`config.mk`:
```
export PLATFORM = sky130hd
export DESIGN_NAME = bram_stream_reader_flat
export DESIGN_NICKNAME = d
export VERILOG_FILES = /design/src/rtl/bram_pkg.sv /design/src/rtl/bram_stream_reader_if.sv /design/src/rtl/fifo2_buffer.sv /design/src/rtl/bram_stream_reader.sv /design/src/flat_wrapper.sv
export SDC_FILE = /design/constraint.sdc
export NUM_CORES = 1
export LEC_CHECK = 0
export CAP_MARGIN = 5
export CORE_ASPECT_RATIO = 1.75
export CORE_MARGIN = 2
export CORE_UTILIZATION = 35
export DETAILED_ROUTE_END_ITERATION = 8
export PLACE_DENSITY_LB_ADDON = 0.15
export SLEW_MARGIN = 15
export SYNTH_ARGS = -nofsm -noshare
export SYNTH_HDL_FRONTEND = slang
export SYNTH_HIERARCHICAL = 1
export SYNTH_SLANG_ARGS = --single-unit
```
`constraint.sdc`:
```
create_clock -name clk_i -period 1.9 [get_ports clk_i]
set_input_delay 0.38 -clock clk_i [delete_from_list [all_inputs] [get_ports clk_i]]
set_output_delay 0.38 -clock clk_i [all_outputs]
set_load 0.005 [all_outputs]
```
`src/rtl/bram_pkg.sv`:
```
// Shared definitions for BRAM client blocks: reader FSM states and the
// read latency of the team's dual-port BRAM.
package bram_pkg;

  typedef enum logic [1:0] {
    IDLE,
    READ,
    DRAIN,
    DONE
  } reader_state_e;

  localparam int BramReadLatency = 1;

endpackage

```
`src/rtl/bram_stream_reader_if.sv`:
```
// BRAM read port plus valid/ready output stream of the stream reader.
// master = the reader; slave = the BRAM model and downstream sink.
interface bram_stream_reader_if #(
  parameter int DataWidth = 8,
  parameter int AddrWidth = 11
);

  logic [AddrWidth-1:0] bram_addr_o;
  logic                 bram_write_en_o;
  logic [DataWidth-1:0] bram_data_o;
  logic [DataWidth-1:0] bram_data_i;
  logic [DataWidth-1:0] m_data_o;
  logic                 m_valid_o;
  logic                 m_ready_i;

  modport master (
    output bram_addr_o, bram_write_en_o, bram_data_o, m_data_o, m_valid_o,
    input  bram_data_i, m_ready_i
  );

  modport slave (
    input  bram_addr_o, bram_write_en_o, bram_data_o, m_data_o, m_valid_o,
    output bram_data_i, m_ready_i
  );

endinterface

```
`src/rtl/fifo2_buffer.sv`:
```
// Two-entry register FIFO; the head word is a flop output so the stream
// data never depends combinationally on the consumer's ready.
module fifo2_buffer #(
  parameter int DataWidth = 8
) (
  input  logic                 clk_i,
  input  logic                 rst_n_i,
  input  logic                 push_i,
  input  logic [DataWidth-1:0] push_data_i,
  input  logic                 pop_i,
  output logic [1:0]           count_o,
  output logic [DataWidth-1:0] head_o
);

  logic [DataWidth-1:0] mem_q [2];
  logic [DataWidth-1:0] mem_d [2];
  logic                 wr_ptr_q, wr_ptr_d;
  logic                 rd_ptr_q, rd_ptr_d;
  logic [1:0]           count_q, count_d;
  logic                 do_push;
  logic                 do_pop;

  assign do_pop  = pop_i & (count_q != 2'd0);
  assign do_push = push_i & ((count_q != 2'd2) | do_pop);

  always_comb begin
    mem_d    = mem_q;
    wr_ptr_d = wr_ptr_q;
    rd_ptr_d = rd_ptr_q;
    count_d  = count_q;
    if (do_push) begin
      mem_d[wr_ptr_q] = push_data_i;
      wr_ptr_d        = ~wr_ptr_q;
    end
    if (do_pop) begin
      rd_ptr_d = ~rd_ptr_q;
    end
    case ({do_push, do_pop})
      2'b10:   count_d = count_q + 2'd1;
      2'b01:   count_d = count_q - 2'd1;
      default: count_d = count_q;
    endcase
  end

  always_ff @(posedge clk_i or negedge rst_n_i) begin
    if (!rst_n_i) begin
      mem_q[0] <= '0;
      mem_q[1] <= '0;
      wr_ptr_q <= 1'b0;
      rd_ptr_q <= 1'b0;
      count_q  <= 2'd0;
    end else begin
      mem_q    <= mem_d;
      wr_ptr_q <= wr_ptr_d;
      rd_ptr_q <= rd_ptr_d;
      count_q  <= count_d;
    end
  end

  assign count_o = count_q;
  assign head_o  = mem_q[rd_ptr_q];

endmodule

```
`src/rtl/bram_stream_reader.sv`:
```
// Reads a run of consecutive BRAM words and emits them as a valid/ready
// stream, hiding the one-cycle BRAM read latency behind a 2-entry buffer.
module bram_stream_reader
  import bram_pkg::*;
#(
  parameter int DataWidth = 8,
  parameter int Depth     = 1024,
  parameter int AddrWidth = $clog2(Depth + 1)
) (
  input  logic                 clk_i,
  input  logic                 rst_n_i,
  input  logic                 start_i,
  input  logic [AddrWidth-1:0] base_addr_i,
  input  logic [AddrWidth-1:0] length_i,
  output logic                 busy_o,
  output logic                 done_o,
  bram_stream_reader_if.master bus
);

  localparam logic [AddrWidth-1:0] DepthLen = AddrWidth'(Depth);
  localparam logic [AddrWidth-1:0] LastAddr = AddrWidth'(Depth - 1);

  reader_state_e        state_q, state_d;
  logic [AddrWidth-1:0] addr_q, addr_d;
  logic [AddrWidth-1:0] remaining_q, remaining_d;
  logic                 inflight_q, inflight_d;
  logic                 busy_q, busy_d;
  logic                 done_q, done_d;

  logic [AddrWidth-1:0] len_sat;
  logic [1:0]           count;
  logic [DataWidth-1:0] head;
  logic                 m_valid;
  logic                 pop;
  logic [2:0]           load;
  logic                 issue;

  assign len_sat = (length_i > DepthLen) ? DepthLen : length_i;
  assign m_valid = (count != 2'd0);
  assign pop     = m_valid & bus.m_ready_i;

  // A slot is reserved for every in-flight read, so the buffer cannot overflow.
  assign load  = {1'b0, count} + {2'b00, inflight_q};
  assign issue = (state_q == READ) && (remaining_q != '0) &&
                 (load < (3'd2 + {2'b00, pop}));

  always_comb begin
    state_d     = state_q;
    addr_d      = addr_q;
    remaining_d = remaining_q;
    inflight_d  = issue;
    case (state_q)
      IDLE: begin
        if (start_i) begin
          addr_d      = base_addr_i;
          remaining_d = len_sat;
          state_d     = (len_sat == '0) ? DONE : READ;
        end
      end
      READ: begin
        if (issue) begin
          remaining_d = remaining_q - 1'b1;
          addr_d      = (addr_q == LastAddr) ? '0 : addr_q + 1'b1;
          if (remaining_q == AddrWidth'(1)) begin
            state_d = DRAIN;
          end
        end
      end
      DRAIN: begin
        if (!inflight_q && ((count == 2'd0) || ((count == 2'd1) && pop))) begin
          state_d = DONE;
        end
      end
      DONE: begin
        state_d = IDLE;
      end
      default: begin
        state_d = IDLE;
      end
    endcase
    busy_d = (state_d != IDLE);
    done_d = (state_d == DONE);
  end

  always_ff @(posedge clk_i or negedge rst_n_i) begin
    if (!rst_n_i) begin
      state_q     <= IDLE;
      addr_q      <= '0;
      remaining_q <= '0;
      inflight_q  <= 1'b0;
      busy_q      <= 1'b0;
      done_q      <= 1'b0;
    end else begin
      state_q     <= state_d;
      addr_q      <= addr_d;
      remaining_q <= remaining_d;
      inflight_q  <= inflight_d;
      busy_q      <= busy_d;
      done_q      <= done_d;
    end
  end

  fifo2_buffer #(
    .DataWidth (DataWidth)
  ) u_buffer (
    .clk_i       (clk_i),
    .rst_n_i     (rst_n_i),
    .push_i      (inflight_q),
    .push_data_i (bus.bram_data_i),
    .pop_i       (pop),
    .count_o     (count),
    .head_o      (head)
  );

  assign busy_o              = busy_q;
  assign done_o              = done_q;
  assign bus.bram_addr_o     = addr_q;
  assign bus.bram_write_en_o = 1'b0;
  assign bus.bram_data_o     = '0;
  assign bus.m_data_o        = head;
  assign bus.m_valid_o       = m_valid;

endmodule

```
`src/flat_wrapper.sv`:
```
// flat-port wrapper written by rule: the top's interface ports become plain ports
module bram_stream_reader_flat import bram_pkg::*;
#(
  parameter int DataWidth = 8,
  parameter int Depth     = 1024,
  parameter int AddrWidth = $clog2(Depth + 1)
)
  (clk_i, rst_n_i, start_i, base_addr_i, length_i, busy_o, done_o, bus_bram_addr_o, bus_bram_write_en_o, bus_bram_data_o, bus_m_data_o, bus_m_valid_o, bus_bram_data_i, bus_m_ready_i);
  bram_stream_reader_if #(.DataWidth(DataWidth), .AddrWidth(AddrWidth)) bus_i ();
  input  logic clk_i;
  input  logic rst_n_i;
  input  logic start_i;
  input  logic [AddrWidth-1:0] base_addr_i;
  input  logic [AddrWidth-1:0] length_i;
  output logic busy_o;
  output logic done_o;
  output wire logic [$bits(bus_i.bram_addr_o)-1:0] bus_bram_addr_o;
  output wire logic [$bits(bus_i.bram_write_en_o)-1:0] bus_bram_write_en_o;
  output wire logic [$bits(bus_i.bram_data_o)-1:0] bus_bram_data_o;
  output wire logic [$bits(bus_i.m_data_o)-1:0] bus_m_data_o;
  output wire logic [$bits(bus_i.m_valid_o)-1:0] bus_m_valid_o;
  input wire logic [$bits(bus_i.bram_data_i)-1:0] bus_bram_data_i;
  input wire logic [$bits(bus_i.m_ready_i)-1:0] bus_m_ready_i;
  assign bus_bram_addr_o = bus_i.bram_addr_o;
  assign bus_bram_write_en_o = bus_i.bram_write_en_o;
  assign bus_bram_data_o = bus_i.bram_data_o;
  assign bus_m_data_o = bus_i.m_data_o;
  assign bus_m_valid_o = bus_i.m_valid_o;
  assign bus_i.bram_data_i = bus_bram_data_i;
  assign bus_i.m_ready_i = bus_m_ready_i;
  bram_stream_reader #(.DataWidth(DataWidth), .Depth(Depth), .AddrWidth(AddrWidth)) u_core (.clk_i(clk_i), .rst_n_i(rst_n_i), .start_i(start_i), .base_addr_i(base_addr_i), .length_i(length_i), .busy_o(busy_o), .done_o(done_o), .bus(bus_i));
endmodule
```
==> results of run 1 <==
[path summary, 6_finish.rpt]
path / start / to / slack (ns) / cells after the start
hold reg to reg: u_core/u_buffer/mem_q[0] / u_core/u_buffer/mem_q[0] / 0.50 / 1
max in group asynchronous: rst_n_i / u_core/u_buffer/rd_ptr_q / 1.60 / 2
setup reg to reg: u_core/remaining_q[2] / u_core/bus.bram_addr_o[0] / 0.03 / 5
min in group clk_i: u_core/u_buffer/mem_q[0] / u_core/u_buffer/mem_q[0] / 0.50 / 1
setup / recovery: u_core/remaining_q[2] / u_core/bus.bram_addr_o[0] / 0.03 / 5
hold / removal: rst_n_i / u_core/remaining_q[9] / 0.05 / 2
[registers in the layout, summed over array words and instances (netlist names)]
register / count
u_core/state_q: 2
u_core/busy_o: 1
u_core/u_buffer/count_o: 2
u_core/u_buffer/wr_ptr_q: 1
u_core/bus.bram_addr_o: 11
u_core/u_buffer/rd_ptr_q: 1
u_core/done_o: 1
u_core/u_buffer/mem_q: 16
u_core/inflight_q: 1
u_core/remaining_q: 11
[cell usage in the layout, fill, tap and decap left out, drive strengths merged, types with 3 or more instances in the layout]
cell	count
a21oi	27
a22oi	3
a31oi	4
a41oi	4
and3	4
buf	48
clkbuf	7
clkdlybuf4s15	4
clkdlybuf4s50	45
conb	9
dfrtp	47
dlygate4sd2	5
ha	7
inv	10
mux2	25
nand2	12
nand2b	3
nand3	4
nand4	4
nor2	19
nor2b	3
nor3	6
nor3b	4
nor4	4
o21ai	27
o22a	5
xnor2	3
[power by group through the flow]
stage	logic (mW)	clock network, mW	registers [mW]
detailed placement	3.27	0	1.88
floorplan	1.93	0	1.83
global placement	3.23	0	1.87
CTS	3.45	0.961	1.84
finish	3.83	0.919	1.85
global route	4.23	0.998	1.92
[metrics by stage]
stage	instance area, sq um	std cells	util [%]	TNS (ns)
floorplan	2680	273	-	0
global placement	3500	432	46.9	-6.26
detailed placement	3500	432	46.9	-6.81
CTS	3720	445	49.9	-0.0248
global route	3870	452	51.9	-0.321
finish	3870	452	51.9	0
[worst max-delay path, delay by kind of cell, from the launching register on]
| kind | cells | cell delay, ns |
|---|---|---|
| AOI/OAI and AO/OA | 1 | 0.31 |
| buffers and inverters | 1 | 0.17 |
| DFF | 1 | 0.42 |
| muxes | 1 | 0.29 |
| and+or+nand+nor | 2 | 0.57 |
[cell type report]
cell class / count / share of cell area (%)
clock buffer: 6 / 3.59
timing repair buffer: 103 / 25.0
inverter: 10 / 0.970
multi-input combinational: 196 / 36.8
clock inverter: 2 / 0.420
tap: 88 / 2.85
sequential: 47 / 30.4
[layer usage]
| layer | track usage, % | vias to the layer above | share of wire, % |
|---|---|---|---|
| met4 | 6.73 | 0 | 1.7 |
| met5 | 0 | - | 0 |
| li1 | - | 1150 | - |
| met3 | 3.47 | 7 | 3.5 |
| met2 | 30.2 | 55 | 56 |
| met1 | 19.3 | 1138 | 39 |
[cell families (layout without fill, tap and decap cells)]
group | Yosys count | in the layout | share of synthesized area [%]
AOI/OAI and AO/OA | 79 | 79 | 18.2
xor gates and xnor gates | 5 | 5 | 1.66
adders and majority gates | 7 | 7 | 3.31
buffers and inverters | 30 | 121 | 6.53
DFF | 47 | 47 | 44.5
muxes | 25 | 25 | 10.6
other | 1 | 9 | 0.142
and+or+nand+nor | 71 | 71 | 15.1
[timing repair]
item / in CTS / in global routing
resized for setup: 21 / 25
setup buffers: 5 / 7
gates cloned: 1 / 1
pin swaps: 3 / 11
setup endpoints to repair: 18 / 27
hold endpoints to repair: 0 / 0
==> metrics, run 1 <==
TritonCTS Buffers 5; share of layout cells above drive strength 1 28.0%; Worst VDD drop 0.927 mV; Hold Slack 0.0540 ns; Setup CP Type register to register; first-pass iteration count of the detailed router 4; number of flops mapped to enable cells by yosys 0; worst hold path type input pin to async pin; final hold vios 0; # diodes 0; Multi-input gate area 1420 sq um; Post-CTS Hold Buffers 0; cell count after synthesis 265; Final Setup Violations 0; switching share of power 36.4%; clock transition at the registers of the reported paths 0.07 ns; syn_area_per_cell 9.98 sq um; Die Height 119 um; Synth async-reset ratio 100%; final net count 404; area growth from synthesis to layout 46.3%; leakage power 1.62 nW; wire length of the first global-routing pass 11,200 um; post-route ant nets 0; Largest stage delay, worst path 0.42 ns; Reg area 1180 sq um; RSZ-0062 raised after global routing yes; combinational power share 58.0%; data arrival time of the critical path 2.05 ns; Worst-Margin Slew 0.531 ns; initial antenna violation count 0; post-synth top area share 44.5%; post-DP HPWL 4700 um; min Tclk post-route 1.87 ns; fillcell total 723; gr ovfl total 0; CP Launch Type register; Max H-tree Level 2; most common cell in the netlist dfrtp_1; Clock Latency Late Sink 0.29 ns; Root Driver clkbuf_16; final RePlAce weighted congestion 0.808; IO buf count 55; library cells used by synthesis 49; num rows 42; Routed WL 6730 um; power per cell area 1710 nW/um^2; vias 2,350; TritonCTS clock tree done; status complete, no violations; IO Pins 65; Clk network pwr share 13.9%; CP Max Fanout 6; Cell Area, Synth 2650 sq um; total track usage 16.8%; synth warn 6; pre-CTS WS -0.428 ns; Die Footprint 8300 sq um; Initial Utilization 35.4%; NetSw 2.41 mW; Max stage delay cell, worst path dfrtp_1; final worst slack 0.0306 ns; fin. max-slew vios 0; vias in the first global route 2,364; Longest Clk Path Bufs 2; internal power 4.20 mW; core area 7460 sq um; cell accounting for the most synthesized area dfrtp_1; required time of the worst setup path 2.08 ns; clk_skew 0.00927 ns; register area share after synthesis 44.5%; commonest cells in the netlist dfrtp_1 (47), a21oi_1 (27), mux2_2 (25), o21ai_0 (25), nor2_1 (18); Max Cap Violations 0; overall power 6.61 mW; clk sinks 47; predominant post-synthesis flop cell dfrtp_1; Slew HR 64.5%; Post-route DRC 0; largest net degree at the start of global routing 48; drt wl/cell 14.9 um; routed vias/inst 5.20; Crit. End Element register; critical path, cell by cell nor4_4 -> nand4b_1 -> a31oi_4 -> buf_8 -> mux2_4; Die X 69.7 um; most area-consuming cells after synthesis dfrtp_1 (44%), mux2_2 (11%), a21oi_1 (5.1%), o21ai_0 (4.7%), ha_1 (3.3%); starting DRC count in detailed routing 99; synthesized flop and latch total 47; Seq pwr share 28.1%; fmax 535 MHz; period utilization 98.4%
Power figures use the tool's default switching activity.
==> inputs of run 2 (changes only) <==
--- a/config.mk
+++ b/config.mk
@@ -11,8 +11,8 @@
 export CORE_UTILIZATION = 35
 export DETAILED_ROUTE_END_ITERATION = 8
 export PLACE_DENSITY_LB_ADDON = 0.15
+export RECOVER_POWER = 100
 export SLEW_MARGIN = 15
 export SYNTH_ARGS = -nofsm -noshare
 export SYNTH_HDL_FRONTEND = slang
-export SYNTH_HIERARCHICAL = 1
 export SYNTH_SLANG_ARGS = --single-unit
==> run 2 against run 1 <==
Non-clock buffer count down 4. The run now ends with setup timing left. Clock skew decreased by 0.0063 ns. Via count grew 4.1%. Clock power barely moved. Highest routed layer unchanged. Worst hold slack better by 0.17 ns. Critical path depth rose by 2. Cell area is 0.58% lower. Die area increased by 1.8%.
==> metrics, run 2 <==
status finished, violations left; violated checks setup timing; CP Launch Type register; power per cell area 1740 nW/um^2 (+2.0%); Post-Synth XOR/XNOR Area 1.30% (-0.36 points); register area share after synthesis 43.7% (-0.81 points); Setup CP Type register to register; Max H-tree Level 2 (unchanged); drt wl/cell 15.9 um (+6.4%); TritonCTS Buffers 5 (unchanged); synth warn 0 (-6); Post-CTS Hold Buffers 0 (unchanged); worst hold path type input pin to async pin; Die Height 120 um (+0.89%); post-DP HPWL 5230 um (+11%); IO buf count 55 (unchanged); Reg2Reg Depth 7 (+2); CP Max Fanout 16 (+10); vias in the first global route 2,467 (+4.4%); most common cell after layout, fill and taps aside dfrtp_1; RSZ-0062 raised after global routing yes; first-pass iteration count of the detailed router 4 (unchanged); area growth from synthesis to layout 42.8%; wire length of the first global-routing pass 11,700 um (+4.8%); required time of the worst setup path 2.09 ns (about the same); predominant post-synthesis flop cell dfrtp_1; leakage power 1.65 nW (+1.6%); simple-gate share of the synthesized area 14.4% (-0.74 points); main combinational cell family by area after synthesis compound AO/OA/AOI/OAI gates; synthesized flop and latch total 47 (unchanged); mux share of post-synthesis cell area 10.0% (-0.61 points); TritonCTS clock tree done; IO Pins 65 (unchanged); Initial Utilization 35.8% (+0.40 points); data arrival time of the critical path 2.32 ns (+0.27 ns); vias 2,446 (+4.1%); Worst-Margin Slew 0.994 ns (+0.463 ns); Post-route DRC 0 (unchanged); overall power 6.70 mW (+1.4%); Max Cap Violations 0 (unchanged); Clock Latency Late Sink 0.30 ns (about the same); post-route ant nets 0 (unchanged); routed vias/inst 5.34 (+2.7%); Crit. End Element register; final hold vios 0 (unchanged); core area 7510 sq um (+0.70%); final RePlAce weighted congestion 0.844 (+4.5%); Worst VDD drop 0.904 mV (-2.5%); fin. max-slew vios 0 (unchanged); max reg flops 16 (unchanged); clock transition at the registers of the reported paths 0.07 ns (about the same); Most flops, register u_core.u_buffer.mem_q; Die X 70.3 um (+0.87%); # diodes 0 (unchanged); cell count after synthesis 276 (+4.2%); Longest Clk Path Bufs 2 (unchanged); Cell Area, Synth 2690 sq um (+1.8%); Routed WL 7260 um (+7.8%); gr ovfl total 0 (unchanged); min Tclk post-route 2.13 ns (+0.262 ns); final core utilization 51.2% (-0.66 points); clk sinks 47 (unchanged); share of layout cells above drive strength 1 27.0% (-0.99 points); Final Setup Violations 25 (+25); most area-consuming cells after synthesis dfrtp_1 (44%), mux2_2 (10%), a21oi_1 (5.9%), ha_1 (4.6%), nor2_1 (2.9%); Post-Synth Adder-Cell Area 4.64% (+1.3 points); post-synth top area share 43.7% (-0.81 points); Slew HR 33.8% (-31 points); fmax 469 MHz (-12%); complex-gate fraction of the synthesized area 19.1% (+0.97 points); Root Driver clkbuf_16; clk_skew 0.00295 ns (-0.00631 ns); setup TNS -4.45 ns (-4.45 ns); most common cell in the netlist dfrtp_1; total track usage 17.9% (+1.1 points); final worst slack -0.232 ns (-0.262 ns); commonest cells after routing, fill and taps aside dfrtp_1 (46), clkdlybuf4s50_1 (33), buf_4 (29), a21oi_1 (26), mux2_2 (24); Synth async-reset ratio 100% (unchanged); library cells used by synthesis 50 (+2.0%); largest net degree at the start of global routing 32 (-33%); cell accounting for the most synthesized area dfrtp_1; period utilization 112% (+14 points); commonest cells in the netlist dfrtp_1 (47), a21oi_1 (32), mux2_2 (24); number of flops mapped to enable cells by yosys 0 (unchanged); starting DRC count in detailed routing 108 (+9.1%); syn_area_per_cell 9.76 sq um (-2.2%); Die Footprint 8440 sq um (+1.8%); initial antenna violation count 0 (unchanged); final net count 413 (+2.2%); num rows 42 (unchanged)
run 2: changes by cell type after synthesis, sizes merged, moves of 4 or more:
cell / delta
a21oi: +5
a31o: +4
a41oi: -4
nand3: +7
o21ai: -11
o22a: -4
o31ai: +5
run 2: where the power goes:
part	internal (mW)	total (mW)	switching [mW]	leakage, nW
combinational	2.23	3.92	1.69	1.03
clock	0.493	0.919	0.426	0.0664
sequential	1.49	1.86	0.376	0.554
total	4.21	6.70	2.50	1.65
run 2: per-layer routing:
metal  share of wire (%)  track usage, %  wire (um)  up-vias
li1                    -               -          -     1176
met1                  37            18.2       2680     1195
met2                  56            33.3       4050       60
met3                 3.7            3.61        270       15
met4                 3.7            9.74        265        0
met5                   0               0          0        -
run 2: layout make-up:
cell class	instances	area, sq um
Clock inverter	3	23.8
Inverter	13	48.8
Timing Repair Buffer	99	916
Fill cell	709	3670
Sequential cell	47	1180
Multi-Input combinational cell	203	1450
Tap cell	88	110
Clock buffer	5	125
run 2: logic make-up (layout without fill, tap and decap cells):
logic type                 count (synthesis)  after routing
other                                      1              9
muxes                                     24             24
buffers and inverters                     34            120
xor gates and xnor gates                   4              4
adders and majority gates                 10             10
and+or+nand+nor                           74             74
DFF                                       47             47
AOI/OAI and AO/OA                         82             82
run 2: worst max-delay path: stages (launching register included):
cell,delay (ns)
dfrtp_1,0.41
ha_1,0.29
or3b_1,0.35
a211o_1,0.32
o21ba_4,0.26
buf_12,0.15
a221oi_2,0.17
nor2_1,0.06
run 2: what timing repair did:
action / 4_1_cts / 5_1_grt
endpoints found under the setup margin: 34 / 35
setup buffers: 7 / 1
cloned: 0 / 1
gates resized for setup: 33 / 12
pin swaps: 6 / 4
run 2: stage by stage:
step                      hold WS (ns)  cells  instance area (sq um)  worst slack (ns)
final                            0.222    458                   3850            -0.232
after global routing             0.304    458                   3850            -0.336
after CTS                       0.0301    456                   3830            -0.255
after detailed placement         0.352    441                   3570            -0.502
after global placement           0.351    441                   3570            -0.500
after floorplan                 0.0844    284                   2730            -0.156
run 2: final timing paths:
path	from	slack, ns	to
min	rst_n_i	0.22	u_core.done_o
min in group clk_i	u_core.u_buffer.mem_q[7]	0.51	u_core.u_buffer.mem_q[7]
max in group asynchronous	rst_n_i	0.34	u_core.u_buffer.rd_ptr_q
min reg2reg	u_core.u_buffer.mem_q[7]	0.51	u_core.u_buffer.mem_q[7]
max	u_core.u_buffer.count_o[0]	-0.23	u_core.bus.bram_addr_o[1]
max reg2reg	u_core.u_buffer.count_o[0]	-0.23	u_core.bus.bram_addr_o[1]
==> inputs of run 3 (changes only) <==
--- a/config.mk
+++ b/config.mk
@@ -5,7 +5,7 @@
 export SDC_FILE = /design/constraint.sdc
 export NUM_CORES = 1
 export LEC_CHECK = 0
-export CAP_MARGIN = 5
+export CAP_MARGIN = 20
 export CORE_ASPECT_RATIO = 1.75
 export CORE_MARGIN = 2
 export CORE_UTILIZATION = 35
==> constraint.sdc (replaced) <==
create_clock -name clk_i -period 2.5 [get_ports clk_i]
set_input_delay 0.5 -clock clk_i [delete_from_list [all_inputs] [get_ports clk_i]]
set_output_delay 0.5 -clock clk_i [all_outputs]
set_load 0.005 [all_outputs]
==> run 3 against run 2 <==
Sequential power decreased by 20%. Critical path depth is 5 lower. First-iteration DRC count fell by 10%. Cell count down 7.2%. Flip-flop and latch count stayed put. Via count shrank 6.8%. Non-clock buffer count down 33. The flow now finishes without violations. Critical path type is now register to primary output. Clock skew increased by 0.0015 ns.
==> metrics, run 3 (synthesized netlist as in run 2, its figures left out) <==
Longest Clk Path Bufs 2 (unchanged); CTS resizes 0 (-100%); routed vias/inst 5.36 (+0.45%); pre-CTS WS -0.0833 ns (+0.419 ns); TritonCTS Buffers 5 (unchanged); worst hold path type input pin to async pin; post-CTS setup buffers 0 (-7); Max stage delay cell, worst path dfrtp_1; IO buf count 55 (unchanged); fin. max-slew vios 0 (unchanged); post-route ant nets 0 (unchanged); overall power 4.55 mW (-32%); final net count 380 (-8.0%); TritonCTS clock tree done; share of layout cells above drive strength 1 14.2% (-13 points); wire length of the first global-routing pass 11,100 um (-5.4%); starting DRC count in detailed routing 97 (-10%); Post-route DRC 0 (unchanged); status complete, no violations; vias 2,280 (-6.8%); Worst-Margin Slew 1.16 ns (+0.167 ns); Initial Utilization 35.8% (unchanged); Max H-tree Level 2 (unchanged); Max Cap Violations 0 (unchanged); clk sinks 47 (unchanged); clock transition at the registers of the reported paths 0.06 ns (about the same); Slew HR 22.6% (-11 points); final worst slack 0.163 ns (+0.395 ns); most common cell after layout, fill and taps aside dfrtp_1; critical path, cell by cell mux2_2 -> dlygate4sd3_1; fillcell total 720 (+1.6%); Die Footprint 8440 sq um (unchanged); Most flops, register u_core.u_buffer.mem_q; CP delay by family, top flip-flops; total track usage 16.6% (-1.3 points); initial antenna violation count 0 (unchanged); gr ovfl total 0 (unchanged); first-pass iteration count of the detailed router 4 (unchanged); Die Height 120 um (unchanged); min Tclk post-route 2.34 ns; core area 7510 sq um (unchanged); Post-CTS Hold Buffers 0 (unchanged); final hold vios 0 (unchanged); IO Pins 65 (unchanged); vias in the first global route 2,301 (-6.7%); data arrival time of the critical path 1.84 ns (-0.48 ns); area growth from synthesis to layout 31.1%; drt wl/cell 15.7 um (-1.2%); fmax 428 MHz; Final Setup Violations 0 (-100%); final RePlAce weighted congestion 0.829 (-1.8%); clk_skew 0.00449 ns (+0.00154 ns); Die X 70.3 um (unchanged); Clock Latency Late Sink 0.29 ns (about the same); Hold Slack 0.182 ns (-0.0401 ns); RSZ-0062 raised after global routing no; required time of the worst setup path 2.00 ns (-0.09 ns); CP bufs+invs 1 (unchanged); post-DP HPWL 4990 um (-4.5%); Worst VDD drop 0.928 mV (+2.6%); period utilization 93.5%; CP Max Fanout 9 (-7); Final Cell Area 3530 sq um (-8.2%); DP Area 3350 sq um (-6.2%); Crit. End Element primary output; leakage power 1.47 nW (-11%); Root Driver clkbuf_16; max reg flops 16 (unchanged); num rows 42 (unchanged); CP Launch Type register; Largest stage delay, worst path 0.59 ns (+0.18 ns); # diodes 0 (unchanged); power per cell area 1290 nW/um^2 (-26%); largest net degree at the start of global routing 29 (-9.4%); Setup CP Type register to primary output; Routed WL 6660 um (-8.3%); commonest cells after routing, fill and taps aside dfrtp_1 (47), a21oi_1 (32), clkdlybuf4s50_1 (31), mux2_2 (24), dlygate4sd3_1 (23)
## run 3: cell type report
class	instances	area, sq um	area share (%)
clock buffers	5	125	3.54
clock inverters	3	67.6	1.91
inverters	13	48.8	1.38
multi-input cells	203	1360	38.6
flip-flops and latches	47	1180	33.3
well taps	88	110	3.12
repair buffers	66	641	18.1
## run 3: stage by stage
step | utilization, % | std cells | setup TNS [ns]
after floorplan | - | 284 | 0
after global placement | 44.6 | 417 | -0.0644
after detailed placement | 44.6 | 417 | -0.377
after CTS | 47.2 | 425 | 0
after global routing | 47.0 | 425 | 0
final | 47.0 | 425 | 0
## run 3: final timing paths
check,from,end,slack (ns),depth (start not counted)
max in group asynchronous,rst_n_i,u_core.remaining_q[5],0.86,2
min,rst_n_i,u_core.state_q[0],0.18,1
min in group clk_i,u_core.u_buffer.wr_ptr_q,u_core.u_buffer.wr_ptr_q,0.50,1
max,u_core.u_buffer.rd_ptr_q,bus_m_data_o[2],0.16,2
min reg2reg,u_core.u_buffer.wr_ptr_q,u_core.u_buffer.wr_ptr_q,0.50,1
max reg2reg,u_core.u_buffer.count_o[0],u_core.bus.bram_addr_o[8],0.18,9
## run 3: per-layer routing
layer	vias to the layer above	routed length, um	global-route usage, %
met4	0	188	7.45
met1	1097	2610	17.8
li1	1103	-	-
met3	14	286	3.69
met2	66	3570	30.2
met5	-	0	0
## run 3: where the power goes
group	internal, mW	switching [mW]	leakage [nW]
registers	1.13	0.354	0.555
clock network	0.573	0.296	0.0900
logic	1.20	0.994	0.824
